$ cat src/rtl/decomp_pkg.sv
// Shared types and header layout for the decompressor token-table loader.
package decomp_pkg;

  typedef enum logic [1:0] {
    S_HDR  = 2'd0,
    S_LOAD = 2'd1,
    S_RUN  = 2'd2,
    S_ERR  = 2'd3
  } ld_state_t;

  localparam logic [15:0] HDR_MAGIC = 16'hC0DE;

  // Header word: [31:16] magic, [15:0] token count field.
  localparam int unsigned HDR_MAGIC_LSB = 16;
  localparam int unsigned HDR_MAGIC_W   = 16;
  localparam int unsigned HDR_CNT_LSB   = 0;
  localparam int unsigned HDR_CNT_W     = 16;

endpackage

$ cat src/rtl/token_table_loader_imem_port_mux.sv
// Steers the imem read port between the loader and the decompressor fetch path.
module imem_port_mux
  import decomp_pkg::*;
#(
  parameter int unsigned WIDTH = 32
) (
  input  ld_state_t        state,
  input  logic [WIDTH-1:0] loader_addr,
  input  logic [WIDTH-1:0] fetch_addr,
  input  logic [WIDTH-1:0] imem_rdata,
  output logic [WIDTH-1:0] imem_addr,
  output logic [WIDTH-1:0] fetch_rdata
);

  logic run;

  assign run         = (state == S_RUN);
  assign imem_addr   = run ? fetch_addr : loader_addr;
  assign fetch_rdata = run ? imem_rdata : '0;

endmodule

$ cat src/rtl/token_table_loader.sv
// Boot/reload sequencer: copies the token image from imem into the decompressor
// token table, stalling the CPU until the table is ready.
module token_table_loader
  import decomp_pkg::*;
#(
  parameter int unsigned      WIDTH      = 32,
  parameter logic [WIDTH-1:0] PCADD      = WIDTH'(4),
  parameter int unsigned      ENCODE_LEN = 4,
  parameter logic [WIDTH-1:0] TOKEN_BASE = WIDTH'(32'h100),
  parameter logic [15:0]      HDR_MAGIC  = decomp_pkg::HDR_MAGIC
) (
  input  logic                  clk,
  input  logic                  reset,
  input  logic                  reload_req,
  input  logic [WIDTH-1:0]      fetch_addr,
  output logic [WIDTH-1:0]      fetch_rdata,
  output logic [WIDTH-1:0]      imem_addr,
  input  logic [WIDTH-1:0]      imem_rdata,
  output logic                  tt_we,
  output logic [ENCODE_LEN-1:0] tt_waddr,
  output logic [WIDTH-1:0]      tt_wdata,
  output logic                  cpu_stall,
  output logic                  load_err,
  output logic [ENCODE_LEN:0]   tokens_loaded
);

  localparam int unsigned DEPTH = 1 << ENCODE_LEN;

  ld_state_t             state;
  logic [ENCODE_LEN:0]   idx;
  logic [ENCODE_LEN:0]   count;

  logic [HDR_MAGIC_W-1:0] hdr_magic;
  logic [HDR_CNT_W-1:0]   hdr_cnt_field;
  logic [ENCODE_LEN:0]    hdr_count;
  logic                   hdr_upper_nz;
  logic                   hdr_bad;

  logic [WIDTH-1:0] idx_next_w;
  logic [WIDTH-1:0] load_addr;
  logic [WIDTH-1:0] loader_addr;

  assign hdr_magic     = imem_rdata[HDR_MAGIC_LSB +: HDR_MAGIC_W];
  assign hdr_cnt_field = imem_rdata[HDR_CNT_LSB +: HDR_CNT_W];
  assign hdr_count     = hdr_cnt_field[ENCODE_LEN:0];
  assign hdr_upper_nz  = |(hdr_cnt_field >> (ENCODE_LEN + 1));
  assign hdr_bad       = (hdr_magic != HDR_MAGIC) || hdr_upper_nz
                       || (hdr_count > DEPTH[ENCODE_LEN:0]);

  // Token k lives one word past the header, so the fetch address leads idx by one.
  assign idx_next_w  = WIDTH'(idx) + WIDTH'(1);
  assign load_addr   = TOKEN_BASE + PCADD * idx_next_w;
  assign loader_addr = (state == S_LOAD) ? load_addr : TOKEN_BASE;

  always_ff @(posedge clk or posedge reset) begin
    if (reset) begin
      state         <= S_HDR;
      idx           <= '0;
      count         <= '0;
      tokens_loaded <= '0;
    end else begin
      case (state)
        S_HDR: begin
          if (hdr_bad) begin
            state <= S_ERR;
          end else if (hdr_count == '0) begin
            state         <= S_RUN;
            tokens_loaded <= '0;
          end else begin
            count <= hdr_count;
            idx   <= '0;
            state <= S_LOAD;
          end
        end
        S_LOAD: begin
          idx <= idx + 1'b1;
          if (idx == count - 1'b1) begin
            state         <= S_RUN;
            tokens_loaded <= count;
          end
        end
        S_RUN: begin
          if (reload_req) state <= S_HDR;
        end
        S_ERR: begin
          if (reload_req) state <= S_HDR;
        end
        default: state <= S_HDR;
      endcase
    end
  end

  assign tt_we     = (state == S_LOAD);
  assign tt_waddr  = idx[ENCODE_LEN-1:0];
  assign tt_wdata  = tt_we ? imem_rdata : '0;
  assign cpu_stall = (state != S_RUN);
  assign load_err  = (state == S_ERR);

  imem_port_mux #(
    .WIDTH(WIDTH)
  ) u_mux (
    .state      (state),
    .loader_addr(loader_addr),
    .fetch_addr (fetch_addr),
    .imem_rdata (imem_rdata),
    .imem_addr  (imem_addr),
    .fetch_rdata(fetch_rdata)
  );

endmodule

$ cat config.mk
export PLATFORM = sky130hd
export DESIGN_NAME = token_table_loader
export DESIGN_NICKNAME = d
export VERILOG_FILES = /design/src/rtl/decomp_pkg.sv /design/src/rtl/token_table_loader_imem_port_mux.sv /design/src/rtl/token_table_loader.sv
export SDC_FILE = /design/constraint.sdc
export NUM_CORES = 1
export LEC_CHECK = 0
export BUFFER_PORTS_ARGS = -buffer_cell sky130_fd_sc_hd__buf_4
export CELL_PAD_IN_SITES_DETAIL_PLACEMENT = 2
export CELL_PAD_IN_SITES_GLOBAL_PLACEMENT = 2
export CORE_MARGIN = 1.5
export CORE_UTILIZATION = 18
export CTS_CLUSTER_SIZE = 24
export DETAILED_ROUTE_END_ITERATION = 10
export HOLD_SLACK_MARGIN = 0.15
export PLACE_DENSITY_LB_ADDON = 0.3
export SLEW_MARGIN = 20
export SYNTH_ARGS = -nofsm -noshare
export SYNTH_HDL_FRONTEND = slang
export SYNTH_SLANG_ARGS = --single-unit
$ cat constraint.sdc
create_clock -name clk -period 2.2 [get_ports clk]
set_input_delay 0.11 -clock clk [delete_from_list [all_inputs] [get_ports clk]]
set_output_delay 0.11 -clock clk [all_outputs]
set_load 0.005 [all_outputs]
==> flow_summary.json, run 1 <==
{
  "outcome": "finished, final reports clean",
  "timing.final.max_slew_violations": 0,
  "whs_path_depth": 2,
  "wire_length_of_the_first_global_routing_pass_um": 13400,
  "cellInternalPower_uw": 1710,
  "layout_min_cycle_time_ns": 1.92,
  "clock_skew_ns": 0.00674,
  "synth_area_per_cell_um2": 8.01,
  "fp-row-count": 36,
  "yosys_top_cell_by_area": "sky130_fd_sc_hd__and2_1",
  "criticalPathCategory": "reg -> reg",
  "ctsLongestPathBuffers": 2,
  "via_per_inst": 4.35,
  "drive_gt1_share_pct": 49.3,
  "via_count": 2336,
  "io_buffers": 174,
  "synthCells": 232,
  "yosysTopAreaCellShare_pct": 29.3,
  "synth_async_sr_flop_share_pct": 100,
  "hold_class": "in -> reg",
  "instances_no_fill": 537,
  "synth.yosys.warnings": 0,
  "setup_repair_after_global_routing_missed_its_margin": "no",
  "tritoncts.num_buffers": 3,
  "max_slew.worst_pin.slew_ns": 0.625,
  "syn-cell-area_mm2": 0.00186,
  "antenna_found_initial": 0,
  "globalRoute.totalOverflow": 0,
  "antenna_left": 0,
  "setup-violations-final": 0,
  "antenna-diode-count": 0,
  "rr_startpoint": "count[1]",
  "clockRootBuffer": "sky130_fd_sc_hd__clkbuf_8",
  "ff2ff_setup_slack_ns": 0.28,
  "chipHeight_um": 105,
  "routed_wirelength_um": 8630,
  "drt_pre_antenna_iters": 4,
  "cts.repair_timing.setup_buffer_count": 0,
  "floorplan.die_area_mm2": 0.0109,
  "max_freq_mhz": 520,
  "htreeDepth": 1,
  "synth_seq_cells": 17,
  "ioPinCount": 175,
  "portion_of_total_power_attributed_to_combinational_logic_pct": 75.2,
  "r2r-end": "tokens_loaded[4]",
  "tritoncts": "yes",
  "synth.top_cells.by_area": "sky130_fd_sc_hd__and2_1, sky130_fd_sc_hd__dfrtp_1, sky130_fd_sc_hd__mux2_4, sky130_fd_sc_hd__clkbuf_1, sky130_fd_sc_hd__nand2_1",
  "place_hpwl_um": 7120,
  "worstPathRequired_ns": 2.36,
  "crit_path_start_kind": "flip-flop",
  "min_from": "imem_rdata[4]",
  "final_nets": 474,
  "gp_congestion": 0.728,
  "die_w_um": 105,
  "irDropWorstVdd_mv": 0.293,
  "fin_worst_hold_slack_ns": 0.150,
  "number_of_unique_standard_cell_types_used_by_synthesis": 44,
  "grt_start_max_net_pins": 49,
  "synth-edff-count": 0,
  "drt-initial-drc-count": 24,
  "p_sw_uw": 1150,
  "netSwitchingFraction_pct": 40.2,
  "vias_in_the_first_global_route": 2588,
  "inst_count_dp": 527,
  "timing_hold_violations_final": 0,
  "drcViolationCount": 0,
  "pwr-share-seq_pct": 16.5,
  "hold_path_end": "count[4]",
  "worst_r2r_path_depth": 8,
  "fin_crit_sh_pct": 87.4,
  "leakage_uw": 0.00176,
  "cp_max_fo": 10,
  "detail_route.wl_per_cell_um": 16.1,
  "clock-sinks": 17,
  "power.density_mw_per_mm2": 840,
  "postSynthNetCount": 301,
  "cts.clk_slew.worst_paths_ns": 0.07,
  "synth_seq_area_share_pct": 22.9,
  "cp-end-kind": "flip-flop",
  "postCtsResizedCells": 0,
  "crit_arrival_ns": 2.08,
  "track_usage_pct": 15.2,
  "fp.coreArea_mm2": 0.00991,
  "max_capacitance_violation_count": 0,
  "max_slew_margin_pct": 58.3,
  "initial_utilization_pct": 18.7,
  "insertion_delay_ns": 0.25,
  "synthToLayoutAreaGrowth_pct": 83.0,
  "most_common_flop_cell_mapped_by_yosys": "sky130_fd_sc_hd__dfrtp_1",
  "setup-tns-final_ns": 0,
  "clock_power_share_pct": 8.3
}
-- layer usage --
layer | vias to the layer above | wire length [um] | GRT usage [%]
li1 | 1103 | - | -
met1 | 1128 | 3230 | 16.1
met2 | 100 | 4680 | 30.3
met3 | 5 | 669 | 3.81
met4 | 0 | 47 | 2.35
met5 | - | 0 | 0
-- power by group through the flow --
stage	sequential, uW	clock, uW	combinational [uW]
4_1_cts	473	239	2210
2_1_floorplan	426	0	995
5_1_grt	481	253	2370
6_report	471	236	2150
3_3_place_gp	475	0	2140
3_5_place_dp	479	0	2190
-- layout make-up --
type / count / area [um2]
clock buffers: 4 / 45.0
well taps: 133 / 166
multi-input cells: 184 / 1300
inverters: 12 / 45.0
flip-flops and latches: 17 / 425
fillers: 1167 / 6510
repair buffers: 187 / 1420
-- through the flow --
| stage | area [um2] | worst slack (ns) | power [uW] | utilization (%) |
|---|---|---|---|---|
| after floorplan | 1860 | 0.382 | 1420 | - |
| after global placement | 3300 | 0.189 | 2620 | 33.3 |
| after detailed placement | 3300 | 0.154 | 2670 | 33.3 |
| after CTS | 3400 | 0.254 | 2920 | 34.3 |
| after global routing | 3400 | 0.103 | 3100 | 34.3 |
| final | 3400 | 0.278 | 2860 | 34.3 |
-- worst max-delay path, stage by stage (launching register included) --
cell and delay, ns:
sky130_fd_sc_hd__dfrtp_1 0.42, sky130_fd_sc_hd__inv_1 0.07, sky130_fd_sc_hd__ha_1 0.19, sky130_fd_sc_hd__nor4bb_1 0.24
sky130_fd_sc_hd__o211ai_1 0.19, sky130_fd_sc_hd__a2111oi_4 0.36, sky130_fd_sc_hd__buf_4 0.22, sky130_fd_sc_hd__nand2_1 0.07
sky130_fd_sc_hd__o31ai_1 0.08
-- timing repair --
action | 4_1_cts | 5_1_grt
hold buffers | 6 | 0
endpoints found under the hold margin | 22 | 0
setup endpoints to repair | 0 | 0
-- state kept, by name, summed over array words and instances (netlist names) --
signal,flops
count,5
tokens_loaded,5
state,2
idx,5
-- kinds of logic (layout without fill, tap and decap cells) --
logic type / count (synthesis) / count (layout) / share of synthesized area (%)
AOI/OAI and AO/OA: 25 / 25 / 10.9
muxes: 6 / 6 / 4.65
buffers and inverters: 31 / 203 / 7.54
adders and majority gates: 2 / 2 / 1.35
DFF: 17 / 17 / 22.9
xor gates and xnor gates: 10 / 10 / 4.71
and+or+nand+nor: 141 / 141 / 47.9
-- worst max path at each step --
| stage | slack (ns) | cells past startpoint | end | start |
|---|---|---|---|---|
| 2_1_floorplan | 0.38 | 6 | tokens_loaded[0] | count[0] |
| 3_3_place_gp | 0.19 | 5 | count[2] | imem_rdata[3] |
| 3_5_place_dp | 0.15 | 5 | count[4] | imem_rdata[3] |
| 4_1_cts | 0.25 | 6 | imem_addr[7] | state[0] |
| 5_1_grt | 0.10 | 8 | tokens_loaded[3] | count[1] |
| 6_report | 0.28 | 8 | tokens_loaded[4] | count[1] |
-- cell usage after synthesis (2+ instances only) --
master	number
sky130_fd_sc_hd__a21o_1	3
sky130_fd_sc_hd__nor2_1	5
sky130_fd_sc_hd__ha_1	2
sky130_fd_sc_hd__o21bai_1	2
sky130_fd_sc_hd__o21ai_0	5
sky130_fd_sc_hd__o31ai_1	5
sky130_fd_sc_hd__inv_1	12
sky130_fd_sc_hd__xnor2_1	5
sky130_fd_sc_hd__nor3_1	3
sky130_fd_sc_hd__dfrtp_1	17
sky130_fd_sc_hd__nor4_1	3
sky130_fd_sc_hd__nand2b_1	2
sky130_fd_sc_hd__and3_1	3
sky130_fd_sc_hd__o211ai_1	2
sky130_fd_sc_hd__nand2_1	13
sky130_fd_sc_hd__and2_1	87
sky130_fd_sc_hd__buf_4	4
sky130_fd_sc_hd__nor2b_1	3
sky130_fd_sc_hd__nand3_1	3
sky130_fd_sc_hd__nor4bb_1	2
sky130_fd_sc_hd__xor2_1	5
sky130_fd_sc_hd__nand4_1	4
sky130_fd_sc_hd__a211o_1	2
sky130_fd_sc_hd__clkbuf_1	13
sky130_fd_sc_hd__and2_2	2
sky130_fd_sc_hd__a22o_1	3
sky130_fd_sc_hd__mux2_4	5
-- cells in the final DEF, fill, tap and decap left out, types with 4 or more instances in the layout --
cell type / n
sky130_fd_sc_hd__xnor2_1: 5
sky130_fd_sc_hd__nand4_1: 4
sky130_fd_sc_hd__o21ai_0: 5
sky130_fd_sc_hd__dfrtp_1: 17
sky130_fd_sc_hd__nor2_1: 5
sky130_fd_sc_hd__o31ai_1: 5
sky130_fd_sc_hd__inv_1: 12
sky130_fd_sc_hd__nand2_1: 13
sky130_fd_sc_hd__xor2_1: 5
sky130_fd_sc_hd__mux2_4: 5
sky130_fd_sc_hd__dlygate4sd3_1: 6
sky130_fd_sc_hd__buf_4: 181
sky130_fd_sc_hd__and2_1: 87
Power figures use the tool's default switching activity.
==> run 2: changes to the inputs <==
- RECOVER_POWER: not set -> 100
- SLEW_MARGIN: 20 -> 10
==> flow_summary.json, run 2 (synthesis results as in run 1) <==
{
  "irDropWorstVdd_mv": 0.274,
  "htreeDepth": 1,
  "insertion_delay_ns": 0.25,
  "fp.coreArea_mm2": 0.00991,
  "final_util_pct": 33.5,
  "cp-end-kind": "primary output",
  "hold_path_end": "count[4]",
  "detail_route.wl_per_cell_um": 16.0,
  "layout_min_cycle_time_ns": 1.99,
  "setup-tns-final_ns": 0,
  "via_per_inst": 4.35,
  "cell_by_cell_trace_of_the_critical_path": "nor2b_1 -> clkbuf_2 -> and2_0 -> buf_4",
  "tritoncts.num_buffers": 3,
  "ctsLongestPathBuffers": 2,
  "clock-sinks": 17,
  "timing.final.max_slew_violations": 0,
  "tritoncts": "yes",
  "globalRoute.totalOverflow": 0,
  "netSwitchingFraction_pct": 41.7,
  "hold_class": "in -> reg",
  "power.density_mw_per_mm2": 824,
  "criticalPathCategory": "reg -> out",
  "final_critical_path_setup_slack_ns": 0.210,
  "pwr-share-seq_pct": 17.0,
  "clock_skew_ns": 0.00454,
  "gp_congestion": 0.728,
  "worst_r2r_path_depth": 8,
  "num-fill-cells": 1186,
  "antenna_found_initial": 0,
  "rr_startpoint": "count[1]",
  "top_flop_regs": "count (5), idx (5), tokens_loaded (5)",
  "leakage_uw": 0.00162,
  "outcome": "finished, final reports clean",
  "ff2ff_setup_slack_ns": 0.28,
  "io_buffers": 174,
  "postCtsResizedCells": 0,
  "via_count": 2337,
  "clock_power_share_pct": 8.6,
  "die_w_um": 105,
  "floorplan.die_area_mm2": 0.0109,
  "drt_pre_antenna_iters": 4,
  "initial_utilization_pct": 18.7,
  "drive_gt1_share_pct": 44.3,
  "synthToLayoutAreaGrowth_pct": 78.7,
  "cts.clk_slew.worst_paths_ns": 0.06,
  "max_capacitance_violation_count": 0,
  "max_slew.worst_pin.slew_ns": 0.701,
  "portion_of_total_power_attributed_to_combinational_logic_pct": 74.4,
  "max_slew_margin_pct": 53.2,
  "crit_arrival_ns": 1.88,
  "place_hpwl_um": 7120,
  "ioPinCount": 175,
  "p_sw_uw": 1140,
  "whs_path_depth": 2,
  "cellInternalPower_uw": 1600,
  "grt_start_max_net_pins": 49,
  "chipHeight_um": 105,
  "top_library_cells_by_usage_in_the_layout_fill_and_taps_aside": "sky130_fd_sc_hd__buf_4, sky130_fd_sc_hd__and2_0, sky130_fd_sc_hd__and2_1, sky130_fd_sc_hd__clkbuf_4, sky130_fd_sc_hd__dfrtp_1",
  "setup_repair_after_global_routing_missed_its_margin": "no",
  "regArea_um2": 425,
  "timing_hold_violations_final": 0,
  "drt-initial-drc-count": 30,
  "worst_path_max_delay_cell": "sky130_fd_sc_hd__clkbuf_2",
  "track_usage_pct": 15.2,
  "crit_path_start_kind": "flip-flop",
  "drcViolationCount": 0,
  "antenna-diode-count": 0,
  "wire_length_of_the_first_global_routing_pass_um": 13400,
  "totalPowerFinal_uw": 2740,
  "fp-row-count": 36,
  "vias_in_the_first_global_route": 2588,
  "multiInputGateArea_mm2": 0.00127,
  "mostFrequentLayoutCell": "sky130_fd_sc_hd__buf_4",
  "min_from": "imem_rdata[4]",
  "final_nets": 474,
  "r2r-end": "tokens_loaded[4]",
  "routed_wirelength_um": 8590,
  "cpPeakStageDelay_ns": 0.58,
  "fin_crit_sh_pct": 90.4,
  "worstPathRequired_ns": 2.09,
  "setup-violations-final": 0,
  "clockRootBuffer": "sky130_fd_sc_hd__clkbuf_8",
  "cp_max_fo": 48,
  "antenna_left": 0,
  "max_freq_mhz": 503,
  "dpl_worst_slack_ns": 0.154
}
==> run 2: changes by cell type in the layout (fill, tap and decap cells not counted) <==
cell | previous run | this run
sky130_fd_sc_hd__buf_4 | 181 | 130
sky130_fd_sc_hd__clkbuf_2 | 0 | 1
sky130_fd_sc_hd__nor2b_4 | 1 | 0
sky130_fd_sc_hd__clkbuf_1 | 1 | 15
sky130_fd_sc_hd__clkbuf_4 | 0 | 36
sky130_fd_sc_hd__nor2b_1 | 2 | 3
sky130_fd_sc_hd__mux2_4 | 5 | 0
sky130_fd_sc_hd__and2_1 | 87 | 39
sky130_fd_sc_hd__mux2_1 | 0 | 5
sky130_fd_sc_hd__and2_0 | 0 | 48
==> run 2: layout make-up <==
class / instances / share of cell area (%)
well taps: 133 / 5.01
inverters: 12 / 1.36
multi-input cells: 184 / 38.4
flip-flops and latches: 17 / 12.8
repair buffers: 187 / 41.1
clock buffers: 4 / 1.36
==> run 2: worst max path at each step <==
stage,endpoint,from,cells past startpoint,slack [ns]
floorplan,tokens_loaded[0],count[0],6,0.38
global placement,count[2],imem_rdata[3],5,0.19
detailed placement,count[4],imem_rdata[3],5,0.15
CTS,imem_addr[7],state[0],6,0.25
global route,imem_addr[12],state[1],4,0.05
finish,imem_addr[31],state[1],4,0.21
==> run 2: power by group through the flow <==
| stage | sequential [uW] | clock, uW | combinational [uW] |
|---|---|---|---|
| CTS | 473 | 239 | 2210 |
| finish | 465 | 235 | 2040 |
| detailed placement | 479 | 0 | 2190 |
| global placement | 475 | 0 | 2140 |
| floorplan | 426 | 0 | 995 |
| global route | 477 | 253 | 2250 |
==> run 2: worst max-delay path: cells and delay by family (launching register included) <==
family	cells	cell delay, ns
buf+inv	2	0.70
flops	1	0.46
simple gates	2	0.45
==> run 2: metal layers <==
metal | wire (um) | track usage, %
met5 | 0 | 0
met4 | 47 | 2.35
met3 | 648 | 3.81
met2 | 4690 | 30.3
met1 | 3200 | 16.1
==> run 2: repair_timing <==
| item | 4_1_cts | 5_1_grt |
|---|---|---|
| buffers inserted | 0 | 0 |
| setup endpoints to repair | 0 | 0 |
| endpoints found under the hold margin | 22 | 0 |
| hold buffers | 6 | 0 |
==> run 2: per-stage QoR <==
| stage | cells | cell area (um2) | hold WS, ns |
|---|---|---|---|
| global placement | 527 | 3300 | 0.235 |
| finish | 537 | 3320 | 0.137 |
| global route | 537 | 3320 | 0.154 |
| floorplan | 232 | 1860 | 0.0361 |
| detailed placement | 527 | 3300 | 0.250 |
| CTS | 537 | 3400 | 0.152 |
